### config.mk
export PLATFORM = sky130hd
export DESIGN_NAME = cdc_fifo_pkt_writer
export DESIGN_NICKNAME = d
export VERILOG_FILES = /design/src/rtl/cdc_pkg.sv /design/src/rtl/cdc_fifo_pkt_writer.sv
export SDC_FILE = /design/constraint.sdc
export NUM_CORES = 1
export LEC_CHECK = 0
export ABC_CLOCK_PERIOD_IN_PS = 5500
export CORE_MARGIN = 5
export CORE_UTILIZATION = 49
export CTS_CLUSTER_SIZE = 25
export DETAILED_ROUTE_END_ITERATION = 12
export GPL_ROUTABILITY_DRIVEN = 1
export PLACE_DENSITY = 0.83
export SYNTH_ARGS = -nofsm -noshare
export SYNTH_HDL_FRONTEND = slang
export SYNTH_SLANG_ARGS = --single-unit
### constraint.sdc
create_clock -name clk_wr -period 5.5 [get_ports clk_wr]
set_input_delay 1.65 -clock clk_wr [delete_from_list [all_inputs] [get_ports clk_wr]]
set_output_delay 1.65 -clock clk_wr [all_outputs]
set_load 0.02 [all_outputs]
### src/rtl/cdc_pkg.sv
// rtl/cdc_pkg.sv - shared types and helpers for the async FIFO packet writer
package cdc_pkg;

    typedef enum logic [1:0] {
        IDLE,
        WAIT_SPACE,
        STREAM,
        DROP
    } pkt_wr_state_t;

    // Free slots as seen from the write side; ocup is pessimistic, so this never overstates space.
    function automatic int unsigned free_slots(input int unsigned ocup, input int unsigned slots);
        return (ocup >= slots) ? 0 : slots - ocup;
    endfunction

endpackage

### src/rtl/cdc_fifo_pkt_writer.sv
// rtl/cdc_fifo_pkt_writer.sv - admits whole packets into the async FIFO only when they fit
module cdc_fifo_pkt_writer
    import cdc_pkg::*;
#(
    parameter int SLOTS     = 8,
    parameter int WIDTH     = 8,
    parameter int MAX_BEATS = 4,
    parameter int CNT_W     = 16
) (
    input  logic                         clk_wr,
    input  logic                         arst_wr,
    input  logic                         s_valid_i,
    output logic                         s_ready_o,
    input  logic [WIDTH-1:0]             s_data_i,
    input  logic [$clog2(MAX_BEATS):0]   s_len_i,
    input  logic                         s_last_i,
    output logic                         fifo_wr_en_o,
    output logic [WIDTH-1:0]             fifo_wr_data_o,
    input  logic                         fifo_full_i,
    input  logic [$clog2(SLOTS):0]       fifo_ocup_i,
    output logic                         pkt_err_o,
    output logic [CNT_W-1:0]             pkt_cnt_o,
    output logic                         busy_o
);

    localparam int LEN_W  = $clog2(MAX_BEATS) + 1;
    localparam int OCUP_W = $clog2(SLOTS) + 1;

    pkt_wr_state_t     state;
    logic [LEN_W-1:0]  len_q;
    logic [LEN_W-1:0]  beat_q;
    logic [CNT_W-1:0]  cnt_q;
    logic              err_q;
    logic              busy_q;

    logic [OCUP_W-1:0] free;
    logic              accept;
    logic              last_beat;
    logic              len_bad;

    assign free      = OCUP_W'(free_slots(32'(fifo_ocup_i), SLOTS));
    assign len_bad   = (s_len_i == '0) || (s_len_i > LEN_W'(MAX_BEATS));
    assign last_beat = (beat_q == len_q - 1'b1);

    // Ready is combinational so a full FIFO stalls the source in the same cycle.
    assign s_ready_o      = (state == STREAM) ? ~fifo_full_i : (state == DROP);
    assign accept         = s_valid_i & s_ready_o;
    assign fifo_wr_en_o   = (state == STREAM) & accept;
    assign fifo_wr_data_o = s_data_i;

    assign pkt_err_o = err_q;
    assign pkt_cnt_o = cnt_q;
    assign busy_o    = busy_q;

    always_ff @(posedge clk_wr or posedge arst_wr) begin
        if (arst_wr) begin
            state  <= IDLE;
            len_q  <= '0;
            beat_q <= '0;
            cnt_q  <= '0;
            err_q  <= 1'b0;
            busy_q <= 1'b0;
        end else begin
            err_q <= 1'b0;
            case (state)
                IDLE: begin
                    if (s_valid_i) begin
                        len_q  <= s_len_i;
                        busy_q <= 1'b1;
                        if (len_bad) begin
                            err_q <= 1'b1;
                            state <= DROP;
                        end else begin
                            state <= WAIT_SPACE;
                        end
                    end
                end
                WAIT_SPACE: begin
                    if (free >= OCUP_W'(len_q)) begin
                        beat_q <= '0;
                        state  <= STREAM;
                    end
                end
                STREAM: begin
                    if (accept) begin
                        beat_q <= beat_q + 1'b1;
                        if (s_last_i) begin
                            state  <= IDLE;
                            busy_q <= 1'b0;
                            if (last_beat) begin
                                cnt_q <= cnt_q + 1'b1;
                            end else begin
                                err_q <= 1'b1;
                            end
                        end else if (last_beat) begin
                            // Declared length reached without last: discard the tail.
                            err_q <= 1'b1;
                            state <= DROP;
                        end
                    end
                end
                DROP: begin
                    if (accept && s_last_i) begin
                        state  <= IDLE;
                        busy_q <= 1'b0;
                    end
                end
                default: begin
                    state  <= IDLE;
                    busy_q <= 1'b0;
                end
            endcase
        end
    end

    a_params: assert property (@(posedge clk_wr)
        (MAX_BEATS >= 1) && (MAX_BEATS <= SLOTS) && (SLOTS >= 2) && ((SLOTS & (SLOTS - 1)) == 0));

    a_no_wr_full: assert property (@(posedge clk_wr) disable iff (arst_wr)
        !(fifo_wr_en_o && fifo_full_i));

endmodule

==> metrics.txt, run 1 <==
status=finished, final reports clean; count of cell types in the netlist=33; post-route ant nets=0; most used cell, CP=clkdlybuf4s50_1; count leader, synth=dfrtp_1; Final setup viols=0; CTS sink cnt=26; Pwr Total=approximately 0.65 mW; Pleak=0.825 nW; Clock Latency Late Sink=0.33 ns; CP Data Required Time=roughly 3.9 ns; # IOs=48; vias in the first global route=1,205; Placer Congestion=0.870; Pwr Density=360 mW/mm^2; worst slew pin tran=0.953 ns; chip width=64.9 microns; Slew Limit Fails=0; Main synth FF type=dfrtp_1; biggest cell delay along the critical path=0.62 ns; final wirelength=2.91 mm; end-of-flow core utilization=0.603; grt total ovfl=0; Rows=20; CTS max path bufs=2; area leader, netlist=dfrtp_1; CTS Buf Count=3; RSZ-0062 raised after global routing=no; type of the worst min-delay path=flip-flop to flip-flop; Worst path top cell family by delay=buffers and inverters; CTS Hold Bufs=0; DP HPWL=around 2.3 mm; endpoints failing hold=0; register area share after synthesis=0.441; Area Overhead vs Synth=21.6%; Die ar.=0.00421 sq mm; crit start category=input pin; Avg Inst Size Synth=9.84 sq um; flops & latches, synth=26; drt drc=0; Filler Cell Count=around 260; ant diodes=0; share of post-route cells with drive strength above 1=0.0629; Initial Util=0.496; 1st-iter DRT viols=38; Synth area leaders=dfrtp_1, xnor2_1, ha_1; Cells after DPL=204; first-pass GRT wire length=about 5.0 mm; Via density=5.43; Core Box Area=0.00298 sq mm; Synth Net Count=178; slowest CP cell=clkdlybuf4s50_1; Post-CTS Setup Repair Bufs=0; Peak VDD IR=0.218 mV; GRT Total Usage=0.147; Non-Filler Instances=208; CTS tree=yes; CTS-repair resized insts=0; Synth Cell Area=0.00148 sq mm; worst-path cell chain=clkdlybuf4s50_1 > and4bb_1 > clkdlybuf4s50_1; number of flops mapped to enable cells by yosys=0; Setup Skew=0.0128 ns; crit path capture type=output pin; ratio of final minimum period to clock period=0.861; Max Clk Rate=211 MHz; root buf cell=clkbuf_4; CTS clk-pin slew, worst paths=0.15 ns; Post-Syn Instances=150; Critical Path AT=3.09 ns; maxcap violations=0; CP bufs+invs=2; Final nets=204; post-synth top area share=0.441; final hold slack=0.492 ns; max_slew headroom=0.364; largest net degree at the start of global routing=27; initial antenna violation count=0; DR WL/cell=around 14 microns; Vias=1,130; minimum clock period=4.74 ns; router iterations before antenna repair=4; Die Ht=64.9 microns; CTS H-tree depth=1; TNS Setup=0 ns; yosys synthesis warning count=0; CP max FO=6; async set-reset flop share out of synthesis=1.00; top post-synthesis cells by count=dfrtp_1, nand2_1, xnor2_1; Port Buffers=31; critical path type=input pin to output pin
==> power breakdown <==
group          leakage, nW  switching [mW]  internal, mW  total, mW
Combinational        0.456           0.155         0.124      0.279
Clock               0.0210          0.0572        0.0405     0.0977
Sequential           0.348          0.0409         0.229      0.270
==> layer usage <==
metal	part of all wire	track usage	vias to the layer above
li1	-	-	552
met4	0.022	0.0528	0
met1	0.41	0.159	531
met5	0	0	-
met2	0.50	0.277	39
met3	0.064	0.0312	8
==> through the flow <==
stage / area, sq um / worst slack (ns)
floorplan: 1480 / 1.77
global placement: 1760 / 0.812
detailed placement: 1760 / 0.766
CTS: 1800 / 0.755
global route: 1800 / 0.718
finish: 1800 / 0.764
==> path summary, 6_finish.rpt <==
check | startpoint | end | slack (ns) | cells after the start
max | s_valid_i | fifo_wr_en_o | 0.76 | 3
max in group asynchronous | arst_wr | pkt_cnt_o[9] | 3.09 | 2
min reg2reg | pkt_cnt_o[15] | pkt_cnt_o[15] | 0.49 | 1
min | pkt_cnt_o[15] | pkt_cnt_o[15] | 0.49 | 1
max reg2reg | len_q[0] | state[0] | 3.40 | 11
min in group asynchronous | arst_wr | len_q[2] | 1.82 | 2
==> layout by cell type, fill, tap and decap left out, drive strengths merged <==
cell           instances
ha                     8
nand2                 15
and2                   1
o2111ai                1
a21oi                  4
and4                   1
mux2                   1
and4bb                 1
or2                    1
inv                   13
clkdlybuf4s50         31
o21ai                  7
o22ai                  1
a31oi                  3
buf                    1
nor3                   4
nor4                   1
nand2b                 2
o211ai                 1
clkbuf                 4
and3                   5
xnor2                 16
nor2                   7
nand3                  7
nor2b                  1
xor2                   6
a21o                   1
a211oi                 1
dfrtp                 26
nand4                  4
==> cell type report <==
cell class,instances,area [sq um],area share
multi-input combinational,100,701,0.390
sequential,26,651,0.362
timing repair buffer,32,318,0.177
inverter,13,48.8,0.0272
tap,33,41.3,0.0230
clock buffer,4,36.3,0.0202
==> registers in the layout, indices dropped and copies added, names as in the netlist <==
name,flops
state,2
pkt_cnt_o,16
busy_o,1
beat_q,3
len_q,3
pkt_err_o,1
==> cell families (layout without fill, tap and decap cells) <==
family / Yosys count / count (layout) / synth area share
XOR/XNOR: 22 / 22 / 0.136
AND/OR/NAND/NOR: 50 / 50 / 0.188
AO/OA/AOI/OAI: 19 / 19 / 0.0754
multiplexers: 1 / 1 / 0.00763
flip-flops: 26 / 26 / 0.441
buffers and inverters: 24 / 49 / 0.0847
adder cells (fa/ha/maj): 8 / 8 / 0.0678
==> worst reg2reg max path: cells and delay by family (launching register included) <==
family	cells	cell delay (ns)
adder cells (fa/ha/maj)	2	0.51
AND/OR/NAND/NOR	5	0.76
AO/OA/AOI/OAI	2	0.16
buffers and inverters	1	0.07
XOR/XNOR	1	0.14
flip-flops	1	0.42
Note: power is estimated with default switching activity, not from simulation.
==> inputs of run 2 (changes only) <==
--- a/config.mk
+++ b/config.mk
@@ -12,6 +12,7 @@
 export DETAILED_ROUTE_END_ITERATION = 12
 export GPL_ROUTABILITY_DRIVEN = 1
 export PLACE_DENSITY = 0.83
+export SKIP_CTS_REPAIR_TIMING = 1
 export SYNTH_ARGS = -nofsm -noshare
 export SYNTH_HDL_FRONTEND = slang
 export SYNTH_SLANG_ARGS = --single-unit
==> results of run 2 <==
Same layout as run 1: the final DEF is identical, and so are final timing and power.
==> inputs of run 3 (changes only) <==
--- a/config.mk
+++ b/config.mk
@@ -5,13 +5,13 @@
 export SDC_FILE = /design/constraint.sdc
 export NUM_CORES = 1
 export LEC_CHECK = 0
-export ABC_CLOCK_PERIOD_IN_PS = 5500
+export ABC_CLOCK_PERIOD_IN_PS = 3800
 export CORE_MARGIN = 5
-export CORE_UTILIZATION = 49
+export CORE_UTILIZATION = 41
 export CTS_CLUSTER_SIZE = 25
 export DETAILED_ROUTE_END_ITERATION = 12
 export GPL_ROUTABILITY_DRIVEN = 1
-export PLACE_DENSITY = 0.83
+export PLACE_DENSITY = 0.74
 export SKIP_CTS_REPAIR_TIMING = 1
 export SYNTH_ARGS = -nofsm -noshare
 export SYNTH_HDL_FRONTEND = slang
==> constraint.sdc (replaced) <==
create_clock -name clk_wr -period 3.8 [get_ports clk_wr]
set_input_delay 1.14 -clock clk_wr [delete_from_list [all_inputs] [get_ports clk_wr]]
set_output_delay 1.14 -clock clk_wr [all_outputs]
set_load 0.02 [all_outputs]
==> run 3 against run 2 <==
  * Wire length is 3.0% lower
  * Critical path depth unchanged
  * Flip-flop and latch count unchanged
  * Sequential power up 44%
  * Register-to-register slack worse by 1.7 ns
  * Sequential share of layout area is 0.47 points lower
  * Clock skew decreased by 0.0037 ns
  * Global-route usage shrank 2.7 points
  * Hold slack lost 0.0098 ns
  * Clock power rose by 43%
  * Non-clock buffer count up 1
  * First-iteration DRC count is 150% higher
  * Critical endpoint is now s_ready_o
==> metrics.txt, run 3 (same netlist as run 1, synthesis figures left out) <==
Worst path top cell family by delay=buffers and inverters; biggest cell delay along the critical path=0.66 ns (+0.04 ns); worst-path cell chain=clkdlybuf4s50_1 > a21oi_1 > clkdlybuf4s50_1; maxcap violations=0 (unchanged); sequential cell area=651 sq um (unchanged); crit start category=input pin; Die ar.=0.00490 sq mm (+16%); CTS H-tree depth=1 (unchanged); largest net degree at the start of global routing=27 (unchanged); minimum clock period=3.66 ns; Critical Path AT=2.52 ns (-0.57 ns); max reg flops=16 (unchanged); Non-Filler Instances=222 (+6.7%); CTS tree=yes; GRT Total Usage=0.120 (-0.0268); Filler Cell Count=317 (+21%); worst setup margin=0.139 ns (-0.625 ns); Max Clk Rate=273 MHz; Reg2Reg Depth=11 (unchanged); Initial Util=0.432 (-0.0636); share of post-route cells with drive strength above 1=0.0682 (+0.00532); DP HPWL=2.22 mm (-3.3%); ratio of final minimum period to clock period=0.963; end-of-flow core utilization=0.533 (-0.0703); most used cell, CP=clkdlybuf4s50_1; capturing point of the worst reg2reg path=state[0]; post-route ant nets=0 (unchanged); most common cell after layout, fill and taps aside=clkdlybuf4s50_1; worst flop-to-flop path startpoint=len_q[0]; endpoints failing hold=0 (unchanged); 1st-iter DRT viols=94 (+150%); worst slew pin tran=0.974 ns (+0.0212 ns); status=finished, final reports clean; final wirelength=2.82 mm (-3.0%); crit path capture type=output pin; Vias=1,150 (+1.8%); slowest CP cell=clkdlybuf4s50_1; Final setup viols=0 (unchanged); CTS Buf Count=3 (unchanged); CP bufs+invs=2 (unchanged); dpl ws=0.133 ns (-0.633 ns); Clock Latency Late Sink=0.32 ns (about the same); router iterations before antenna repair=5 (+1); multi-input gate area in the final layout=701 sq um (unchanged); commonest non-fill, non-tap cells in the layout=clkdlybuf4s50_1, dfrtp_1, xnor2_1, nand2_1, inv_1; chip width=70.0 microns (+7.9%); initial antenna violation count=0 (unchanged); flop2flop setup slack=1.71 ns (-1.69 ns); max_slew headroom=0.350 (-0.0142); RSZ-0062 raised after global routing=no; critical path type=input pin to output pin; Die Ht=70.0 microns (+7.9%); Stages on worst setup path=3 (unchanged); root buf cell=clkbuf_4; Rows=21 (+5.0%); Slew Limit Fails=0 (unchanged); Via density=5.18 (-4.6%); vias in the first global route=1,166 (-3.2%); ant diodes=0 (unchanged); CP max FO=3 (-3); Placer Congestion=0.886 (+1.8%); CP Data Required Time=2.66 ns (-1.19 ns); # IOs=48 (unchanged); CTS sink cnt=26 (unchanged); Pwr Total=0.937 mW (+45%); Area Overhead vs Synth=23.2%; Critical path origin=fifo_full_i; drt drc=0 (unchanged); Pwr Density=515 mW/mm^2 (+43%); Setup Skew=0.00906 ns (-0.00374 ns); TNS Setup=0 ns (unchanged); Core Box Area=0.00342 sq mm (+15%); Peak VDD IR=0.265 mV (+21%); DR WL/cell=12.7 microns (-9.1%); Cells after DPL=218 (+6.9%); type of the worst min-delay path=flip-flop to flip-flop; Port Buffers=31 (unchanged); CTS max path bufs=2 (unchanged); Final nets=205 (+0.49%); Pleak=0.830 nW (+0.58%); CP Capture Point=s_ready_o; first-pass GRT wire length=4.92 mm (-1.7%); grt total ovfl=0 (unchanged); CTS clk-pin slew, worst paths=0.14 ns (about the same)
[run 3: cell types whose count changed in the layout (fill, tap and decap cells not counted)]
| cell | before | now |
|---|---|---|
| buf_4 | 1 | 2 |
[run 3: how the worst min path moves through the flow]
| stage | endpoint | depth (start not counted) | startpoint |
|---|---|---|---|
| 4_1_cts | pkt_cnt_o[15] | 1 | pkt_cnt_o[15] |
| 3_3_place_gp | pkt_cnt_o[15] | 1 | pkt_cnt_o[15] |
| 6_report | pkt_cnt_o[15] | 1 | pkt_cnt_o[15] |
| 2_1_floorplan | len_q[1] | 2 | len_q[1] |
| 5_1_grt | pkt_cnt_o[13] | 1 | pkt_cnt_o[13] |
| 3_5_place_dp | pkt_cnt_o[15] | 1 | pkt_cnt_o[15] |
[run 3: layer usage]
metal	share of wire	global-route usage
met1	0.42	0.142
met2	0.48	0.210
met3	0.073	0.0316
met4	0.019	0.0404
met5	0	0
[run 3: power breakdown]
group / internal (mW) / switching [mW]
clock network: 0.0586 / 0.0814
registers: 0.331 / 0.0583
logic: 0.180 / 0.227
[run 3: cell type report]
cell class                      count  share of cell area
Clock buffer                        4              0.0199
Sequential cell                    26               0.358
Tap cell                           46              0.0316
Multi-Input combinational cell    100               0.385
Timing Repair Buffer               33               0.179
Inverter                           13              0.0268
[run 3: through the flow]
stage,instance area [sq um],hold slack (ns)
final,1820,0.482
after global routing,1820,0.514
after CTS,1820,0.490
after detailed placement,1780,0.467
after global placement,1780,0.464
after floorplan,1480,0.522
==> RTL change 1: new RTL, config.mk and constraints of run 1 <==
Set the parameter `MAX_BEATS` to 8 (it was 4).
--- a/src/rtl/cdc_fifo_pkt_writer.sv
+++ b/src/rtl/cdc_fifo_pkt_writer.sv
@@ -4,7 +4,7 @@
 #(
     parameter int SLOTS     = 8,
     parameter int WIDTH     = 8,
-    parameter int MAX_BEATS = 4,
+    parameter int MAX_BEATS = 8,
     parameter int CNT_W     = 16
 ) (
     input  logic                         clk_wr,
Interface: changed (resized s_len_i); port bits go from 48 to 49. The function was not compared with the original's and may differ.
==> RTL change 1 against run 1 <==
- clock skew decreased by 12 ps
- die area increased by 9.8%
- routed wire length up 2.2%
- sequential cell count is 2 higher
- cell area up 9.5%
- synthesized area grew 12%
- sequential share of layout area shrank 0.59 points
- global-route usage decreased by 0.39 points
- setup slack lost 230 ps
- combinational power decreased by 7.2%
- total power is 1.7% lower
- critical path type unchanged
- largest cell class unchanged
- largest power group is now sequential cells
==> RTL change 1: results (changes against run 1) <==
- Synth cell types: 34 (was 33)
- Seq power: 298 uW (was 270 uW)
- Fin nets: 228 (was 204)
- Post-synthesis sequential area ratio: 42.5% (was 44.1%)
- Status: finished clean (unchanged)
- Final clock skew: 0.673 ps (was 12.8 ps)
- Clock transition at the registers of the reported paths: 130 ps (was 150 ps)
- Initial drt markers: 44 (was 38)
- Tot GR Track Use: 14.3% (was 14.7%)
- Reg-to-Reg End: pkt_cnt_o[9] (was state[0])
- Share of post-route cells with drive strength above 1: 6.12% (was 6.29%)
- Sequential share of cell area: 35.6% (was 36.2%)
- CP peak stage delay: 690 ps (was 620 ps)
- Inverters: 15 (was 13)
- Combinational Power: 259 uW (was 279 uW)
- Synth top cells by count: dfrtp_1 (28), nor2_1 (20), inv_1 (15) (was dfrtp_1 (26), nand2_1 (15), xnor2_1 (15))
- Non-clk bufs: 33 (was 32)
- Tightest Pin Transition: 1020 ps (was 953 ps)
- Post-synthesis mux area share: 1.37% (was 0.763%)
- Fraction of area in multi-input gates: 40.7% (was 39.0%)
- Clock Latency Late Sink: 310 ps (was 330 ps)
- GPL Wtd Cong: 0.786 (was 0.870)
- Post-Syn Nets: 201 (was 178)
- Largest net degree at the start of global routing: 29 (was 27)
- Number of I/O port buffers: 32 (was 31)
- Yosys reg bits: 28 (was 26)
- Worst r2r path cells: 7 (was 11)
- CP Data Arrival Time: 3320 ps (was 3090 ps)
- First drt pass iteration count: 5 (was 4)
- Power density cells: 323 nW/um2 (was 360 nW/um2)
- Post-synthesis adder-cell area fraction: 6.83% (was 6.78%)
- VDD IR-drop max: 0.177 mV (was 0.218 mV)
- Complex-gate fraction of the synthesized area: 6.15% (was 7.54%)
- Vias in the first global route: 1165 (was 1205)
- Vias per cell: 4.93 (was 5.43)
- Psw: 232 uW (was 253 uW)
- #MultiIn Comb: 117 (was 100)
- Wirelength per Cell: 12.3 um (was 14.0 um)
- Hpwl dp: 2430 um (was 2300 um)
-- RTL change 1: per-layer routing --
layer  routed length (um)  part of all wire, %  vias up  global-route usage [%]
met4                   25                 0.84        0                    4.47
met2                 1480                   50       33                    27.1
met1                 1300                   44      546                    16.2
li1                     -                    -      613                       -
met3                  175                  5.9        2                    2.13
met5                    0                    0        -                       0
-- RTL change 1: stage by stage --
step / instance area [um2] / hold slack, ps / utilization, % / instances / setup slack [ps]
2_1_floorplan: 1650 / 525 / - / 171 / 1580
3_3_place_gp: 1940 / 456 / 59.2 / 239 / 598
3_5_place_dp: 1940 / 475 / 59.2 / 239 / 561
4_1_cts: 1970 / 494 / 59.8 / 242 / 548
5_1_grt: 1970 / 514 / 59.8 / 242 / 429
6_report: 1970 / 486 / 59.8 / 242 / 534
-- RTL change 1: worst max-delay path, delay by kind of cell --
family | cells | cell delay (ps)
and+or+nand+nor | 2 | 470
buffers and inverters | 2 | 1200
==> RTL change 2: new RTL, settings of run 1 <==
Made on the original files. Reset style: synchronous (`arst_wr`), changed in one clocked block. Comments in the files are not updated.
--- a/src/rtl/cdc_fifo_pkt_writer.sv
+++ b/src/rtl/cdc_fifo_pkt_writer.sv
@@ -52,7 +52,7 @@
     assign pkt_cnt_o = cnt_q;
     assign busy_o    = busy_q;
 
-    always_ff @(posedge clk_wr or posedge arst_wr) begin
+    always_ff @(posedge clk_wr) begin
         if (arst_wr) begin
             state  <= IDLE;
             len_q  <= '0;
Formal check against the unedited RTL: differs if arst_wr is asserted again (counterexample within 4 cycles, from zero or initial values and one cycle with arst_wr high); with arst_wr held inactive, the same outputs for 10 cycles.
==> RTL change 2 against run 1 <==
- critical path depth stayed put
- cell area is 1.2% higher
- sequential cell count stayed put
- setup slack worse by 260 ps
- synthesized area is 1.1% higher
- routed wire length is 7.6% higher
- non-clock buffer count stayed put
- critical endpoint unchanged
- largest cell class unchanged
Power is not compared: it rests on default switching activity, and its combinational part moved more than twofold at a synthesized area within 25%.
==> RTL change 2: results (changes against run 1) <==
- Via count: 1259 (was 1130)
- Antenna violations before repair: 0 (unchanged)
- Hpwl dp: 2380 um (was 2300 um)
- Hold path depth: 2 (was 1)
- Critical path origin: s_valid_i (unchanged)
- Hold Path Class: flop to flop (unchanged)
- Cts bufs inserted: 3 (unchanged)
- Worst r2r path cells: 7 (was 11)
- Status: finished clean (unchanged)
- Synth top area cells: dfxtp_1 (35%), ha_1 (6.7%), nor2_1 (6.0%) (was dfrtp_1 (44%), xnor2_1 (8.9%), ha_1 (6.8%))
- Routing usage on met3: 3.42% (was 3.12%)
- Synth top cells by count: dfxtp_1 (26), nor2_1 (24), inv_1 (14) (was dfrtp_1 (26), nand2_1 (15), xnor2_1 (15))
- Wirelength per Cell: 13.4 um (was 14.0 um)
- Final clock skew: 2.43 ps (was 12.8 ps)
- Main flop type after synthesis: dfxtp_1 (was dfrtp_1)
- Share of post-route cells with drive strength above 1: 5.47% (was 6.29%)
- Clock Path Buffers: 2 (unchanged)
- First drt pass iteration count: 4 (unchanged)
- Post-CTS Repair Setup Buffers: 0 (unchanged)
- RR Startpoint: len_q[0] (unchanged)
- Synth warn: 0 (unchanged)
- Met2 wire len: 1570 um (was 1460 um)
- Clock transition at the registers of the reported paths: 150 ps (about the same)
- Number of I/O port buffers: 31 (unchanged)
- Fraction of registers with async set/reset: 0% (was 100%)
- Tot GR Track Use: 15.5% (was 14.7%)
- Post-synthesis sequential area ratio: 34.9% (was 44.1%)
- Highest metal used: met4 (unchanged)
- CP Data Arrival Time: 3350 ps (was 3090 ps)
- Grt met2 use: 27.1% (was 27.7%)
- PostCTS Resize Cnt: 0 (unchanged)
- Synth top area share: 34.9% (was 44.1%)
- Post-Route M1 WL: 1410 um (was 1200 um)
- Worst setup path endpoint: fifo_wr_en_o (unchanged)
- Fin nets: 230 (was 204)
- CTS HTree Levels: 1 (unchanged)
- First-pass GRT wire length: 5270 um (was 5000 um)
- WL met3: 122 um (was 187 um)
- VDD IR-drop max: between 0.15 and 0.2 mV
- Leakage: 0.000659 uW
- Vias in the first global route: 1183 (was 1205)
- Met1 Use GR: 19.1% (was 15.9%)
- Post-Syn Nets: 206 (was 178)
- Placed instance area: 1760 um2 (about the same)
- R2R setup slack: 2920 ps (was 3400 ps)
- Number of flip-flops in the largest register: 16 (unchanged)
- CTS root buf: clkbuf_4 (unchanged)
- Pint: about 300 uW
- GPL Wtd Cong: 0.768 (was 0.870)
- Synth cell types: 35 (was 33)
- Slew headroom: 43.9% (was 36.4%)
- Largest net degree at the start of global routing: 24 (was 27)
- Reg-to-Reg End: pkt_cnt_o[14] (was state[0])
- Clock Latency Late Sink: 330 ps (about the same)
==> RTL change 2: worst max-delay path: stages <==
cell             delay [ps]
clkdlybuf4s50_1         610
nor4bb_1                410
clkdlybuf4s50_1         680
==> RTL change 2: kinds of logic (layout without fill, tap and decap cells) <==
group / count (synthesis) / in the layout / synth area share (%)
and+or+nand+nor: 72 / 72 / 27.7
adders and majority gates: 8 / 8 / 6.71
DFF: 26 / 26 / 34.9
AOI/OAI and AO/OA: 31 / 31 / 12.1
xor gates and xnor gates: 14 / 14 / 9.22
buffers and inverters: 27 / 50 / 9.39
==> RTL change 2: worst min path at each step <==
stage	start	end	slack [ps]
after detailed placement	pkt_cnt_o[15]	pkt_cnt_o[15]	480
after CTS	pkt_cnt_o[15]	pkt_cnt_o[15]	500
after global placement	pkt_cnt_o[15]	pkt_cnt_o[15]	470
after floorplan	beat_q[1]	beat_q[1]	470
final	pkt_cnt_o[15]	pkt_cnt_o[15]	500
after global routing	busy_o	busy_o	550
==> RTL change 2: power groups by stage <==
stage	clock, uW	sequential [uW]	combinational [uW]
after detailed placement	0	206	66.3
after floorplan	0	204	52.1
after global routing	143	203	73.5
after global placement	0	206	64.5
final	134	202	65.7
after CTS	135	202	66.7
==> RTL change 2: through the flow <==
step	util [%]	hold WS (ps)	cells	power (uW)	setup slack, ps
floorplan	-	468	178	256	1610
global placement	59.2	473	230	271	521
detailed placement	59.2	478	230	273	510
CTS	61.0	500	234	404	490
global route	61.0	552	234	420	397
finish	61.0	500	234	402	504
==> RTL change 2: layout make-up <==
type / instances / area [um2]
clock inverter: 1 / 30.0
sequential: 26 / 520
fill: 252 / 1160
multi-input combinational: 125 / 832
clock buffer: 3 / 22.5
tap: 33 / 41.3
inverter: 14 / 52.6
timing repair buffer: 32 / 318
